--- src/rtl/dxi_window_gen_if.sv ---
// dxi_window_gen_if: pixel-in / window-out handshake bundle for dxi_window_gen.
//   i_dxi_valid      upstream pixel valid
//   i_dxi_data[7:0]  upstream pixel (raster order)
//   o_dxi_ready      block can take a pixel
//   o_dxi_out_valid  3x3 window valid
//   o_dxi_out_data   packed 3x3 window (element i at [i*8 +: 8])
//   i_dxi_out_ready  filter stage takes the window
// slave modport = the window generator, master modport = its environment.
interface dxi_window_gen_if;
  logic        i_dxi_valid;
  logic [7:0]  i_dxi_data;
  logic        o_dxi_ready;
  logic        o_dxi_out_valid;
  logic [71:0] o_dxi_out_data;
  logic        i_dxi_out_ready;

  modport slave (
    input  i_dxi_valid, i_dxi_data, i_dxi_out_ready,
    output o_dxi_ready, o_dxi_out_valid, o_dxi_out_data
  );

  modport master (
    output i_dxi_valid, i_dxi_data, i_dxi_out_ready,
    input  o_dxi_ready, o_dxi_out_valid, o_dxi_out_data
  );
endinterface

--- src/rtl/dxi_window_gen.sv ---
// dxi_window_gen: turns a raster pixel stream into 3x3 windows for a filter
// stage. Two line buffers hold rows r-2 and r-1; a 3x3 register window slides
// one column per accepted pixel. Windows are only emitted for fully interior
// positions (row>=2, col>=2), so a WxH frame yields (W-2)*(H-2) windows.
//
// Ports:
//   i_clk          clock, rising edge
//   i_rstn         asynchronous active-low reset
//   dxi            dxi_window_gen_if.slave (pixel in, window out)
//   o_win_count    [15:0] completed output handshakes, wrapping
//                  (present only when DXI_WINDOW_CNT_EN is defined)
//
// Build option: define DXI_WINDOW_CNT_EN to add the o_win_count port.
//
// state    | meaning
// ---------+-------------------------------------------------------------
// ST_FILL  | rows 0 and 1 of a frame: priming the line buffers, no output
// ST_RUN   | rows 2..IMG_HEIGHT-1: windows produced for col>=2
module dxi_window_gen #(
  parameter int IMG_WIDTH  = 8,
  parameter int IMG_HEIGHT = 8
) (
  input  logic               i_clk,
  input  logic               i_rstn,
  dxi_window_gen_if.slave    dxi
`ifdef DXI_WINDOW_CNT_EN
  ,
  output logic [15:0]        o_win_count
`endif
);

  localparam int CW = $clog2(IMG_WIDTH);
  localparam int RW = $clog2(IMG_HEIGHT);

  typedef enum logic {ST_FILL, ST_RUN} state_t;

  state_t        state;
  logic [CW-1:0] col;
  logic [RW-1:0] row;

  logic [7:0]    lb0 [IMG_WIDTH];  // row r-1
  logic [7:0]    lb1 [IMG_WIDTH];  // row r-2
  logic [7:0]    win [3][3];       // win[dr][dc], dr=0 is the oldest row
  logic [7:0]    new_col [3];

  logic          out_valid_q;
  logic [71:0]   out_data_q;
  logic [71:0]   next_data;

  logic          accept;
  logic          col_last;
  logic          row_last;
  logic          produce;

  assign dxi.o_dxi_ready     = !out_valid_q || dxi.i_dxi_out_ready;
  assign dxi.o_dxi_out_valid = out_valid_q;
  assign dxi.o_dxi_out_data  = out_data_q;

  assign accept   = dxi.i_dxi_valid && dxi.o_dxi_ready;
  assign col_last = (col == CW'(IMG_WIDTH - 1));
  assign row_last = (row == RW'(IMG_HEIGHT - 1));
  assign produce  = accept && (state == ST_RUN) && (col >= CW'(2));

  assign new_col[0] = lb1[col];
  assign new_col[1] = lb0[col];
  assign new_col[2] = dxi.i_dxi_data;

  // The outgoing window is the post-shift window, built directly from the
  // current registers so it can be captured on the same accepting edge.
  always_comb begin
    next_data = '0;
    for (int dr = 0; dr < 3; dr++) begin
      next_data[(3*dr)*8   +: 8] = win[dr][1];
      next_data[(3*dr+1)*8 +: 8] = win[dr][2];
      next_data[(3*dr+2)*8 +: 8] = new_col[dr];
    end
  end

  // Line buffers are deliberately not reset: rows 0/1 of every frame rewrite
  // them before any window reads them.
  always_ff @(posedge i_clk) begin
    if (accept) begin
      lb1[col] <= lb0[col];
      lb0[col] <= dxi.i_dxi_data;
    end
  end

  always_ff @(posedge i_clk or negedge i_rstn) begin
    if (!i_rstn) begin
      state       <= ST_FILL;
      col         <= '0;
      row         <= '0;
      out_valid_q <= 1'b0;
      out_data_q  <= '0;
      for (int dr = 0; dr < 3; dr++) begin
        for (int dc = 0; dc < 3; dc++) begin
          win[dr][dc] <= '0;
        end
      end
    end else begin
      if (accept) begin
        for (int dr = 0; dr < 3; dr++) begin
          win[dr][0] <= win[dr][1];
          win[dr][1] <= win[dr][2];
          win[dr][2] <= new_col[dr];
        end

        if (col_last) begin
          col <= '0;
          row <= row_last ? '0 : row + RW'(1);
        end else begin
          col <= col + CW'(1);
        end

        case (state)
          ST_FILL: if (col_last && row == RW'(1)) state <= ST_RUN;
          ST_RUN:  if (col_last && row_last)      state <= ST_FILL;
          default: state <= ST_FILL;
        endcase
      end

      // A producing acceptance always wins: it can only happen when the
      // output is empty or being drained this same edge.
      if (produce) begin
        out_valid_q <= 1'b1;
        out_data_q  <= next_data;
      end else if (dxi.i_dxi_out_ready) begin
        out_valid_q <= 1'b0;
      end
    end
  end

`ifdef DXI_WINDOW_CNT_EN
  always_ff @(posedge i_clk or negedge i_rstn) begin
    if (!i_rstn) begin
      o_win_count <= '0;
    end else if (out_valid_q && dxi.i_dxi_out_ready) begin
      o_win_count <= o_win_count + 16'd1;
    end
  end
`endif

endmodule

--- src/flat_wrapper.sv ---
// flat-port wrapper written by rule: the top's interface ports become plain ports
module dxi_window_gen_flat 
#(
  parameter int IMG_WIDTH  = 8,
  parameter int IMG_HEIGHT = 8
)
  (i_clk, i_rstn, dxi_i_dxi_valid, dxi_i_dxi_data, dxi_i_dxi_out_ready, dxi_o_dxi_ready, dxi_o_dxi_out_valid, dxi_o_dxi_out_data);
  dxi_window_gen_if dxi_i ();
  input  logic i_clk;
  input  logic i_rstn;
  input wire logic [$bits(dxi_i.i_dxi_valid)-1:0] dxi_i_dxi_valid;
  input wire logic [$bits(dxi_i.i_dxi_data)-1:0] dxi_i_dxi_data;
  input wire logic [$bits(dxi_i.i_dxi_out_ready)-1:0] dxi_i_dxi_out_ready;
  output wire logic [$bits(dxi_i.o_dxi_ready)-1:0] dxi_o_dxi_ready;
  output wire logic [$bits(dxi_i.o_dxi_out_valid)-1:0] dxi_o_dxi_out_valid;
  output wire logic [$bits(dxi_i.o_dxi_out_data)-1:0] dxi_o_dxi_out_data;
  assign dxi_i.i_dxi_valid = dxi_i_dxi_valid;
  assign dxi_i.i_dxi_data = dxi_i_dxi_data;
  assign dxi_i.i_dxi_out_ready = dxi_i_dxi_out_ready;
  assign dxi_o_dxi_ready = dxi_i.o_dxi_ready;
  assign dxi_o_dxi_out_valid = dxi_i.o_dxi_out_valid;
  assign dxi_o_dxi_out_data = dxi_i.o_dxi_out_data;
  dxi_window_gen #(.IMG_WIDTH(IMG_WIDTH), .IMG_HEIGHT(IMG_HEIGHT)) u_core (.i_clk(i_clk), .i_rstn(i_rstn), .dxi(dxi_i));
endmodule
--- config.mk ---
export PLATFORM = sky130hd
export DESIGN_NAME = dxi_window_gen_flat
export DESIGN_NICKNAME = d
export VERILOG_FILES = /design/src/rtl/dxi_window_gen_if.sv /design/src/rtl/dxi_window_gen.sv /design/src/flat_wrapper.sv
export SDC_FILE = /design/constraint.sdc
export NUM_CORES = 1
export LEC_CHECK = 0
export CAP_MARGIN = 20
export CORE_MARGIN = 1
export CORE_UTILIZATION = 45
export DETAILED_ROUTE_END_ITERATION = 8
export PLACE_DENSITY = 0.66
export SYNTH_ARGS = -nofsm -noshare
export SYNTH_HDL_FRONTEND = slang
export SYNTH_SLANG_ARGS = --single-unit
--- constraint.sdc ---
create_clock -name i_clk -period 9.05 [get_ports i_clk]
set_clock_uncertainty 0.1 [all_clocks]
set_input_delay 2.715 -clock i_clk [delete_from_list [all_inputs] [get_ports i_clk]]
set_output_delay 2.715 -clock i_clk [all_outputs]
set_load 0.02 [all_outputs]
# Word-level counts from Yosys, hierarchy flattened

Memories as Yosys holds them, arrays and structs flattened.
Cells that the tools add are included.

Add/sub/neg operators: 2
Magnitude comparators: 1
Eq/ne operators: 3
Multiplexer cells: 9
Bitwise gates (word level): 1
Reductions and logical operators: 9

Operators by type and width:

| kind                  | number |
|---|---|
| $add A3 B1 Y3 const B | 2 |
| $eq A3 B3 Y1 const B  | 2 |
| $mux W1               | 6 |
| $mux W3               | 2 |
| $logic_and A1 B1 Y1   | 5 |
| $eq A3 B1 Y1 const B  | 1 |
| $ge A3 B2 Y1 const B  | 1 |
| $pmux W1 S2           | 1 |
| $reduce_and A2 Y1     | 1 |
| $reduce_bool A2 Y1    | 1 |
| $logic_not A1 Y1      | 1 |
| $logic_or A1 B1 Y1    | 1 |
| $not A1 Y1            | 1 |

Flip-flop bits (word level): 128
Bits in writable memories: 128
Input bits: 12
Output and inout bits: 74
Logic and storage cells: 38
Memories: 2

Memories:

| name       | depth | width | read ports | clocked after Yosys merged registers in | write ports | line                 | RTL |
|---|---|---|---|---|---|---|---|
| u_core.lb0 | 8     | 8     | 1          | 0                                       | 1           | dxi_window_gen.sv:41 | `logic [7:0] lb0 [IMG_WIDTH];` |
| u_core.lb1 | 8     | 8     | 1          | 0                                       | 1           | dxi_window_gen.sv:42 | `logic [7:0] lb1 [IMG_WIDTH];` |

# Longest topological paths before layout

Word-level depth: 6
Mapped depth: 7
Gate-level depth less buffers: 5

# Least setup slack after synthesis

No wires, ideal clock.

Path kind: input -> output
From: input dxi_i_dxi_out_ready
To: output dxi_o_dxi_ready
Arrival time: 3.010 ns
Data required time: 6.235 ns
Slack: 3.225 ns
Stages on the path: 2
Path buffers: 1
Cells stage by stage: nand2b_1 buf_2

Cells in the longest elaborated chain, start to end: 1

Ends and longest elaborated chain:

| what               | line                 | RTL |
|---|---|---|
| start, declared    | flat_wrapper.sv:13   | `input wire logic [$bits(dxi_i.i_dxi_out_ready)-1:0] dxi_i_dxi_out_ready;` |
| $logic_or A1 B1 Y1 | dxi_window_gen.sv:55 | `assign dxi.o_dxi_ready = !out_valid_q \|\| dxi.i_dxi_out_ready;` |
| end, declared      | flat_wrapper.sv:14   | `output wire logic [$bits(dxi_i.o_dxi_ready)-1:0] dxi_o_dxi_ready;` |

No other way between the ends.

# Final worst setup path

Same ends and word-level chain as after synthesis.

==> flow_summary.json <==
{
  "synthDistinctLibCells": 33,
  "irDropWorstVdd_mv": 0.232,
  "antenna_left": 0,
  "drtPass1Iterations": 4,
  "cts-htree-levels": 1,
  "cts_tree": "yes",
  "dieArea_mm2": 0.0225,
  "max-cap-violations": 0,
  "start_util": 0.464,
  "end_kind": "output port",
  "cts_buffer_depth": 3,
  "ys_warn_count": 0,
  "cts_resized": 0,
  "mostFrequentLayoutCells": "128 x edfxtp_1, 127 x dfrtp_1, 119 x mux2_2, 84 x clkdlybuf4s50_1, 47 x mux2i_1",
  "cts_post_setup_buffers_inserted": 0,
  "hold_buffers": 0,
  "cts.clk_slew.worst_paths_ns": 0.06,
  "final_hold_viol_count": 0,
  "holdCritPathClass": "reg2reg",
  "ys_seq_elements": 256,
  "cp_data_arrival_time_ns": 4.11,
  "drcViolationCount": 0,
  "grt_max_degree": 78,
  "syn-num-nets": 584,
  "seq_area_mm2": 0.00705,
  "antenna_found_initial": 0,
  "grt-ovfl-total": 0,
  "final_common_cell": "edfxtp_1",
  "gp_congestion": 0.754,
  "cts.sinks": 256,
  "place_inst": 905,
  "syn_to_final_growth_pct": 20.4,
  "drv_slew": 0,
  "fin_crit_ns": 6.93,
  "critPathMostFrequentCell": "clkdlybuf4s50_1",
  "num_rows": 53,
  "stdcell_count": 954,
  "drt-initial-drc-count": 233,
  "avgSynthCellArea_um2": 17.5,
  "fill_cells": 1638,
  "rrSetupSlack_ns": 6.17,
  "syn_inst": 566,
  "crit_slowest_cell": "clkdlybuf4s50_1",
  "cts_buffers": 27,
  "rsz0062_at_grt": "false",
  "finalSetupViolCount": 0,
  "drive_above_1_share": 0.280,
  "seq_area_frac_synth": 0.713,
  "cpPeakStageDelay_ns": 0.67,
  "grt_pass1_wl_um": 29600,
  "wl_per_cell_um": 19.8,
  "avgViaCountPerCell": 5.39,
  "power.density_mw_per_mm2": 388,
  "antennaDiodeCount": 0,
  "port_buffers": 85,
  "synth_area_mm2": 0.00988,
  "crit_fanout": 6,
  "clk_latency_ns": 0.52,
  "multi_input_area_mm2": 0.00265,
  "hpwl_um": 11500,
  "totalWireLength_um": 18900,
  "vias": 5145,
  "period_share": 0.766,
  "worstMarginPinSlew_ns": 1.07,
  "slew_headroom": 0.283,
  "path_cells": "clkdlybuf4s50_1 > nand2b_1 > clkdlybuf4s50_1",
  "core_mm2": 0.0213,
  "path_class": "in2out",
  "setup_tns_ns": 0,
  "grt_pass1_vias": 5358,
  "die_h_um": 150,
  "grt_usage": 0.174,
  "status": "completed",
  "p_leak_nw": 4.55,
  "clock-root-buffer": "clkbuf_16",
  "fmax_ghz": 0.144,
  "worstPathRequired_ns": 6.24,
  "cp-start-kind": "input pin",
  "fin_nets": 677,
  "io_pins": 86,
  "dieWidth_um": 150
}
## layer usage
layer | track usage | up-vias | share of wire
li1 | - | 2337 | -
met1 | 0.217 | 2649 | 0.41
met2 | 0.304 | 123 | 0.51
met3 | 0.0333 | 36 | 0.052
met4 | 0.0591 | 0 | 0.026
met5 | 0 | - | 0
## metrics by stage
step	worst slack [ns]	util	hold slack, ns	cell area [um^2]	power (mW)
final	2.12	0.559	0.395	11900	4.62
after CTS	2.11	0.559	0.406	11900	4.67
after global routing	2.08	0.559	0.412	11900	4.86
after detailed placement	2.12	0.516	0.375	11000	3.56
after global placement	2.12	0.516	0.369	11000	3.49
after floorplan	3.22	-	0.364	9880	2.92
## sequential cells by signal (all words and copies together), names as in the netlist
register	count
u_core.lb1	64
u_core.row	3
u_core.lb0	64
u_core.col	3
u_core.dxi.o_dxi_out_data	72
u_core.next_data	48
u_core.state	1
u_core.dxi.o_dxi_out_valid	1
## worst max-delay path: cells and delay by family
kind	cells	cell delay (ns)
buffers and inverters	2	1.12
and+or+nand+nor	1	0.28
## worst paths after layout
path | endpoint | from | cells past startpoint
max | dxi_o_dxi_ready | dxi_i_dxi_out_ready | 3
min | u_core.dxi.o_dxi_out_data[40] | u_core.dxi.o_dxi_out_data[40] | 1
max reg2reg | u_core.lb1[0][6] | u_core.col[2] | 4
min reg2reg | u_core.dxi.o_dxi_out_data[40] | u_core.dxi.o_dxi_out_data[40] | 1
max in group asynchronous | u_core.col[2] | i_rstn | 2
min in group asynchronous | u_core.dxi.o_dxi_out_data[24] | i_rstn | 1
## cell type report
type	instances	share of cell area
flip-flops and latches	256	0.593
multi-input cells	274	0.223
repair buffers	95	0.0777
clock buffers	38	0.0645
well taps	275	0.0289
clock inverters	11	0.0114
inverters	5	0.00158
## cell families after synthesis
logic type / count (synthesis) / synth area share
AND/OR/NAND/NOR: 46 / 0.0241
buffers and inverters: 36 / 0.0229
flip-flops: 256 / 0.713
AO/OA/AOI/OAI: 54 / 0.0461
adder cells (fa/ha/maj): 6 / 0.00760
multiplexers: 168 / 0.186
## cells in the mapped netlist, drive strengths merged
| library cell | instances | area share |
|---|---|---|
| a221oi | 19 | 0.021 |
| mux2i | 47 | 0.048 |
| a2111oi | 1 | 0.00089 |
| buf | 29 | 0.020 |
| ha | 6 | 0.0076 |
| nand2 | 17 | 0.0065 |
| nor2b | 4 | 0.0025 |
| nand4b | 1 | 0.0024 |
| mux2 | 121 | 0.14 |
| a22o | 10 | 0.0089 |
| and2 | 2 | 0.0013 |
| nor3 | 9 | 0.0046 |
| o21ai | 10 | 0.0051 |
| o22a | 3 | 0.0027 |
| and2b | 1 | 0.00076 |
| a21oi | 1 | 0.00051 |
| nor2 | 5 | 0.0019 |
| edfxtp | 128 | 0.39 |
| a21o | 2 | 0.0015 |
| clkbuf | 2 | 0.00076 |
| a311oi | 3 | 0.0027 |
| nand3 | 2 | 0.0010 |
| inv | 5 | 0.0019 |
| o22ai | 4 | 0.0025 |
| nand2b | 4 | 0.0025 |
| nor4 | 1 | 0.00063 |
| a22oi | 1 | 0.00076 |
| dfrtp | 128 | 0.32 |
## report_power, final
| part | switching, mW | internal, mW |
|---|---|---|
| logic | 0.869 | 0.770 |
| registers | 0.195 | 1.68 |
| clock network | 0.425 | 0.674 |
| total | 1.49 | 3.13 |
Note: power is estimated with default switching activity, not from simulation.
